File: src/rtl/alu_arbiter.sv
// alu_arbiter: two valid/ready requesters share one combinational ALU; the result of
// each accepted operation sits in a one-entry registered slot owned by its requester.

module alu_arbiter #(
    parameter bit FIXED_PRIO = 1'b0
) (
    input  logic        clk,
    input  logic        rst,
    input  logic        req_valid_0,
    input  logic        req_valid_1,
    output logic        req_ready_0,
    output logic        req_ready_1,
    input  logic [31:0] req_a_0,
    input  logic [31:0] req_a_1,
    input  logic [31:0] req_b_0,
    input  logic [31:0] req_b_1,
    input  logic [2:0]  req_op_0,
    input  logic [2:0]  req_op_1,
    input  logic        req_mod_0,
    input  logic        req_mod_1,
    output logic        rsp_valid_0,
    output logic        rsp_valid_1,
    input  logic        rsp_ready_0,
    input  logic        rsp_ready_1,
    output logic [31:0] rsp_data,
    output logic        busy,
    output logic [1:0]  o_dbg_state
);

    // Handshake: a transfer happens on a rising edge where valid and ready are both high.
    // Requesters hold valid and payload until accepted; ready may look at valid, never
    // the reverse. A response stays valid and stable until its owner raises rsp_ready.

    typedef enum logic [1:0] {
        IDLE  = 2'd0,
        HOLD0 = 2'd1,
        HOLD1 = 2'd2
    } state_t;

    state_t      r_state;
    state_t      w_state_nxt;
    logic [31:0] r_rsp_data;
    logic        r_last_grant;

    logic        w_slot_free;
    logic        w_grant0;
    logic        w_grant1;
    logic        w_accept0;
    logic        w_accept1;
    logic [31:0] w_alu_a;
    logic [31:0] w_alu_b;
    logic [2:0]  w_alu_op;
    logic        w_alu_mod;
    logic [31:0] w_alu_y;

    always_ff @(posedge clk) begin
        if (rst) begin
            r_state <= IDLE;
        end else begin
            r_state <= w_state_nxt;
        end
    end

    always_comb begin
        w_slot_free = 1'b0;
        w_grant0    = 1'b0;
        w_grant1    = 1'b0;
        w_accept0   = 1'b0;
        w_accept1   = 1'b0;
        w_state_nxt = r_state;

        case (r_state)
            IDLE:    w_slot_free = 1'b1;
            HOLD0:   w_slot_free = rsp_ready_0;
            HOLD1:   w_slot_free = rsp_ready_1;
            default: w_slot_free = 1'b0;
        endcase

        // Requester 1 wins a conflict only in round-robin mode after a requester-0 grant.
        w_grant1  = req_valid_1 && (!req_valid_0 || (!FIXED_PRIO && !r_last_grant));
        w_grant0  = req_valid_0 && !w_grant1;
        w_accept0 = w_grant0 && w_slot_free && !rst;
        w_accept1 = w_grant1 && w_slot_free && !rst;

        case (r_state)
            HOLD0:   if (rsp_ready_0) w_state_nxt = IDLE;
            HOLD1:   if (rsp_ready_1) w_state_nxt = IDLE;
            default: w_state_nxt = r_state;
        endcase
        if (w_accept0) begin
            w_state_nxt = HOLD0;
        end else if (w_accept1) begin
            w_state_nxt = HOLD1;
        end
    end

    assign req_ready_0 = w_accept0;
    assign req_ready_1 = w_accept1;
    assign rsp_valid_0 = (r_state == HOLD0);
    assign rsp_valid_1 = (r_state == HOLD1);
    assign rsp_data    = r_rsp_data;
    assign busy        = (r_state != IDLE);
    assign o_dbg_state = r_state;

    assign w_alu_a   = w_grant1 ? req_a_1   : req_a_0;
    assign w_alu_b   = w_grant1 ? req_b_1   : req_b_0;
    assign w_alu_op  = w_grant1 ? req_op_1  : req_op_0;
    assign w_alu_mod = w_grant1 ? req_mod_1 : req_mod_0;

    alu u_alu (
        .i_a   (w_alu_a),
        .i_b   (w_alu_b),
        .i_op  (w_alu_op),
        .i_mod (w_alu_mod),
        .o_y   (w_alu_y)
    );

    always_ff @(posedge clk) begin
        if (rst) begin
            r_rsp_data   <= '0;
            r_last_grant <= 1'b1;
        end else if (w_accept0 || w_accept1) begin
            r_rsp_data   <= w_alu_y;
            r_last_grant <= w_accept1;
        end
    end

endmodule

// Combinational integer ALU; opcodes follow the RV32I funct3 encoding.
module alu (
    input  logic [31:0] i_a,
    input  logic [31:0] i_b,
    input  logic [2:0]  i_op,
    input  logic        i_mod,
    output logic [31:0] o_y
);

    logic [4:0] w_shamt;

    assign w_shamt = i_b[4:0];

    always_comb begin
        o_y = '0;
        case (i_op)
            3'b000:  o_y = i_mod ? (i_a - i_b) : (i_a + i_b);
            3'b001:  o_y = i_a << w_shamt;
            3'b010:  o_y = {31'b0, ($signed(i_a) < $signed(i_b))};
            3'b011:  o_y = {31'b0, (i_a < i_b)};
            3'b100:  o_y = i_a ^ i_b;
            3'b101:  o_y = i_mod ? 32'($signed(i_a) >>> w_shamt) : (i_a >> w_shamt);
            3'b110:  o_y = i_a | i_b;
            3'b111:  o_y = i_a & i_b;
            default: o_y = '0;
        endcase
    end

endmodule

File: config.mk
export PLATFORM = sky130hd
export DESIGN_NAME = alu_arbiter
export DESIGN_NICKNAME = d
export VERILOG_FILES = /design/src/rtl/alu_arbiter.sv
export SDC_FILE = /design/constraint.sdc
export NUM_CORES = 1
export LEC_CHECK = 0
export CAP_MARGIN = 20
export CORE_ASPECT_RATIO = 0.9
export CORE_MARGIN = 8
export CORE_UTILIZATION = 51
export CTS_CLUSTER_DIAMETER = 50
export DETAILED_ROUTE_END_ITERATION = 8
export PLACE_DENSITY_LB_ADDON = 0.12
export REMOVE_ABC_BUFFERS = 1
export SYNTH_ARGS = -nofsm -noshare
export SYNTH_HDL_FRONTEND = slang
export SYNTH_SLANG_ARGS = --single-unit
File: constraint.sdc
create_clock -name clk -period 4.8 [get_ports clk]
set_input_delay 0.96 -clock clk [delete_from_list [all_inputs] [get_ports clk]]
set_output_delay 0.96 -clock clk [all_outputs]
set_load 0.02 [all_outputs]
Word level (Yosys, flattened, before mapping)
Cells that the tools add are included.
{"block": "word_totals", "latchBits": 0, "ram_bits": 0, "n_memories": 0, "rom_bits": 0, "in_bits": 142, "regBits": 35}
{"block": "classes", "reduce_logical": 20, "div_mod_pow": 0, "eq_ne": 13, "magnitude_cmp": 2, "n_mux": 13, "addsub": 2, "mul": 0, "shift": 3, "bitwise_logic": 3}
{"op": "$pmux W32 S8", "n": 1}
{"op": "$mux W32", "n": 4}
{"op": "$lt A32 B32 Y1", "n": 2}
{"op": "$add A32 B32 Y32", "n": 1}
{"op": "$and A32 B32 Y32", "n": 1}
{"op": "$or A32 B32 Y32", "n": 1}
{"op": "$shl A32 B5 Y32", "n": 1}
{"op": "$shr A32 B5 Y32", "n": 1}
{"op": "$sshr A32 B5 Y32", "n": 1}
{"op": "$sub A32 B32 Y32", "n": 1}
{"op": "$xor A32 B32 Y32", "n": 1}
{"op": "$eq A3 B3 Y1 const B", "n": 4}
{"op": "$ne A4 B1 Y1 const B", "n": 2}
{"op": "$eq A3 B2 Y1 const B", "n": 2}
{"op": "$logic_and A1 B1 Y1", "n": 6}
{"op": "$mux W2", "n": 3}
{"op": "$ne A3 B1 Y1 const B", "n": 2}
{"op": "$reduce_and A3 Y1", "n": 2}
{"op": "$logic_not A1 Y1", "n": 4}
{"op": "$pmux W2 S2", "n": 1}
{"op": "$reduce_bool A4 Y1", "n": 1}
{"op": "$eq A3 B1 Y1 const B", "n": 1}
{"op": "$logic_not A3 Y1", "n": 1}
{"op": "$mux W3", "n": 1}
{"op": "other kinds (9)", "n": 11}

Depth between registers and ports, before layout
{"block": "depth", "ltp_word": 9, "mapped_depth": 21}

Modules after synthesis
Synthesis repeated with hierarchy kept, for this count alone.
{"block": "unflattened", "hier_cells": 1535, "hier_area_um2": 11305.8}
{"module": "alu", "cells_per_inst": 1293, "n_inst": 1, "area_each_um2": 8968.6, "seq_area_each_um2": 0.0}
{"module": "alu_arbiter", "cells_per_inst": 242, "n_inst": 1, "area_each_um2": 2337.2, "seq_area_each_um2": 700.7}

Worst setup path after synthesis
Ideal clock, no wire load.
{"block": "synth_timing", "path_type": "in2reg", "startpoint": "input req_valid_1", "endpoint": "register r_rsp_data[28], in the netlist rsp_data[28]", "slack_ns": -0.430, "setup_time_ns": 0.091, "t_required_ns": 4.709, "path_stages": 18, "t_arrival_ns": 5.139, "cell_sequence": "a21boi_1 buf_4 buf_4 buf_4 buf_2 buf_1 buf_1 mux2i_1 ha_1 and4b_1 nand4_1 or3_4 o221ai_2 a2111oi_1 nor3_2 nor2_1 or4_1 a311oi_1"}
{"block": "synth_via", "elab_chain_cells": 6, "word_cells_on_any_way": 31, "classes_between": "add/sub (2); eq/ne (7); shift (3); mux (7); bitwise (3); reduce/logical (9)"}
{"item": "start: declaration", "line": "10", "rtl": "input logic req_valid_1,"}
{"item": "$logic_and A1 B1 Y1 *", "line": "80", "rtl": "w_grant1 = req_valid_1 && (!req_valid_0 || (!FIXED_PRIO && !r_last_grant));"}
{"item": "branches (longest 5 deep; another with $add A32 B32 Y32)"}
{"item": "end signal: assignment", "line": "123", "rtl": "r_rsp_data <= w_alu_y;"}
{"item": "end: declaration", "line": "42", "rtl": "logic [31:0] r_rsp_data;"}
Mark *: on every way between the ends.
A chain may end at the register's enable or synchronous reset.

Worst setup path after layout
{"block": "layout_timing", "startpoint": "input req_valid_1", "endpoint": "register r_rsp_data[23], in the netlist rsp_data[23]"}
Same word-level chain as after synthesis.

==> run metrics <==
Final setup viols=0; Synth Instances=1742; Crit Path Max Fanout=11; die width=173 um; largest family of logic cells by synthesized area=compound AO/OA/AOI/OAI gates; Top-Level Pins=roughly 180; Slew Limit Headroom=0.446; RSZ-0062 raised after global routing=yes; row cnt=52; design area=approximately 16000 um2; share of post-route cells with drive strength above 1=0.176; mapped cell area=11400 um2; die footprint=between 20000 and 30000 um2; GRT Residual Overflow=0; synthesized flop and latch total=35; EDFF count, synth=0; final setup TNS=0 ps; H-Tree Depth=2; Achievable Freq=211 MHz; drt pass-1 iters=8; CP Launch Type=primary input; worst r2r src=r_last_grant; ys flop type=dfxtp_1; crit path DAT=4990 ps; antenna violations before repair=2; Slew Viols, Final=0; CTS tree=built; initial DRC count=2302; GRT Max-Usage Layer=met2; GRT Util Overall=0.399; mux share of post-synthesis cell area=0.176; clock skew=just over 8 ps; synthesized area per cell=6.53 um2; nets=2297; Slew @ Worst Pin=824 ps; grt met3 use=0.0978; status=finished clean; CP startpoint=req_valid_1; number of global-route vias before repair=14700; CTS Buf Count=5; DR WL/cell=~25 um; capture point of the worst reg-to-reg path=rsp_data[23]; worst vdd ir=around 160 uV; CP Capture Point=rsp_data[23]; clock sinks=35; Hold Path Stages=2; met1 Use GR=0.489; Synth Area in Adders=0.111; CP required=5040 ps; hold path startpoint=rsp_data[28]; Final Hold Fails=0; max-cap violations=0; Die Ht=158 um; min-delay worst type=reg2reg; vias=15700; post-DP HPWL=about 46 mm; hold slack=about 500 ps; clk slew on worst S/H paths=roughly 60 ps; ys async rst share=0; placed cell area=15000 um2; compound-gate portion of the synthesized area=0.332; Synth-to-Final Area Change=36.4%; Filler cells=approximately 2000; Post-Synth Simple-Gate Area=0.219; routability cong.=1.09; Starting Density=0.513; antenna viol nets, final=0; YS warnings=0; number of remaining DRC errors=0; Netlist cell types=86; Leak=~6.9 nW; largest net degree at the start of global routing=70; crit end category=flop; global-route wire length before repair=about 86 mm; ant diodes=0; PD cells=252 nW/um2; min Tclk post-route=about 4700 ps; core box area=between 20000 and 25000 um2; port buffer count=180; xor/xnor share of the synthesized area=0.0177; critical path type=in2reg; reg-to-reg setup timing slack=870 ps; worst-skew pair later-pin latency=300 ps; R2R cell count=15; final WL=between 50 and 60 mm; met2 GRT Util=0.609; routed via count divided by cell count=approximately 6.7; sequential area share after synthesis=0.0616; clock root buffer=clkbuf_16; Tcrit/Tclk final=0.989; Max Buffers Root-to-Sink=2
-- registers in the layout, indices dropped and copies added, names as in the netlist --
register / count
o_dbg_state: 2
r_last_grant: 1
rsp_data: 32
-- what timing repair did --
item | CTS | global route
hold endpoints to repair | 0 | 0
endpoints found under the setup margin | 3 | 18
cloned | 0 | 4
gates resized for setup | 4 | 37
pin swaps | 1 | 8
buffers inserted | 0 | 9
hold buffers | 0 | 0
-- placed cells by master, fill, tap and decap left out, types with 35 or more instances in the layout --
cell type / instances
inv_1: 80
a211oi_1: 59
buf_4: 246
o21ai_0: 106
ha_1: 96
nor2_1: 158
o21ai_1: 46
a21oi_1: 153
nand2_1: 269
mux2i_1: 153
clkdlybuf4s50_1: 178
dfxtp_1: 35
-- synth_stat cells (15+ instances only) --
cell / n / area share
nand2_1: 269 / 0.089
mux2i_1: 159 / 0.14
nor2_1: 159 / 0.052
a21oi_1: 157 / 0.069
o21ai_0: 106 / 0.047
ha_1: 98 / 0.11
inv_1: 80 / 0.026
clkbuf_1: 68 / 0.022
a211oi_1: 62 / 0.041
o21ai_1: 46 / 0.020
buf_2: 45 / 0.020
dfxtp_1: 35 / 0.062
nor3_1: 33 / 0.015
o211ai_1: 32 / 0.021
mux2_2: 30 / 0.030
a31oi_1: 25 / 0.014
nand3_1: 24 / 0.011
xnor2_1: 19 / 0.015
a22oi_1: 15 / 0.0099
-- report_power, final --
group          internal, mW  switching [mW]
combinational          1.27            1.84
clock                 0.259           0.161
sequential            0.337          0.0384
total                  1.87            2.04
-- metrics by stage --
step	cells	utilization	power (mW)	setup slack [ps]
2_1_floorplan	1606	-	1.95	-5050
3_3_place_gp	2332	0.674	3.22	-234
3_5_place_dp	2332	0.674	3.25	-429
4_1_cts	2340	0.683	3.68	1.69
5_1_grt	2353	0.699	4.08	-79.5
6_report	2353	0.699	3.91	50.9
-- routing by layer --
layer,wire (um),part of all wire,vias to the layer above
met5,12,0.00020,-
met4,5000,0.085,2
met3,7490,0.13,291
met2,24300,0.41,1244
met1,22000,0.37,7171
li1,-,-,6966
-- worst max-delay path, cell delays in order --
cell	delay (ps)
clkdlybuf4s50_1	480
a21boi_4	200
buf_12	150
buf_12	170
mux2_2	380
ha_1	300
or3b_1	360
o2111ai_1	160
a311oi_2	100
or3_1	430
a21o_1	240
and2_1	170
o21a_1	170
o31a_1	240
or3_1	370
nand3_1	80
-- layout make-up --
type                       count  area, um2  share of cell area
inverter                      90        338              0.0218
multi-input combinational   1481       9960               0.642
clock inverter                 2       35.0             0.00226
tap                          297        372              0.0239
clock buffer                   6        139             0.00895
sequential                    35        701              0.0452
timing repair buffer         442       3970               0.256
-- cell families (layout without fill, tap and decap cells) --
logic type,after synthesis,after routing
fa+ha+maj,100,100
mux,193,193
simple gates,573,573
xor+xnor,23,23
compound gates,592,592
flops,35,35
buf+inv,226,540
-- worst min-delay path by stage --
stage | end
global placement | rsp_data[17]
CTS | rsp_data[17]
detailed placement | rsp_data[17]
global route | rsp_data[17]
finish | rsp_data[28]
floorplan | r_last_grant
No activity file was read; power rests on OpenSTA's default activity.
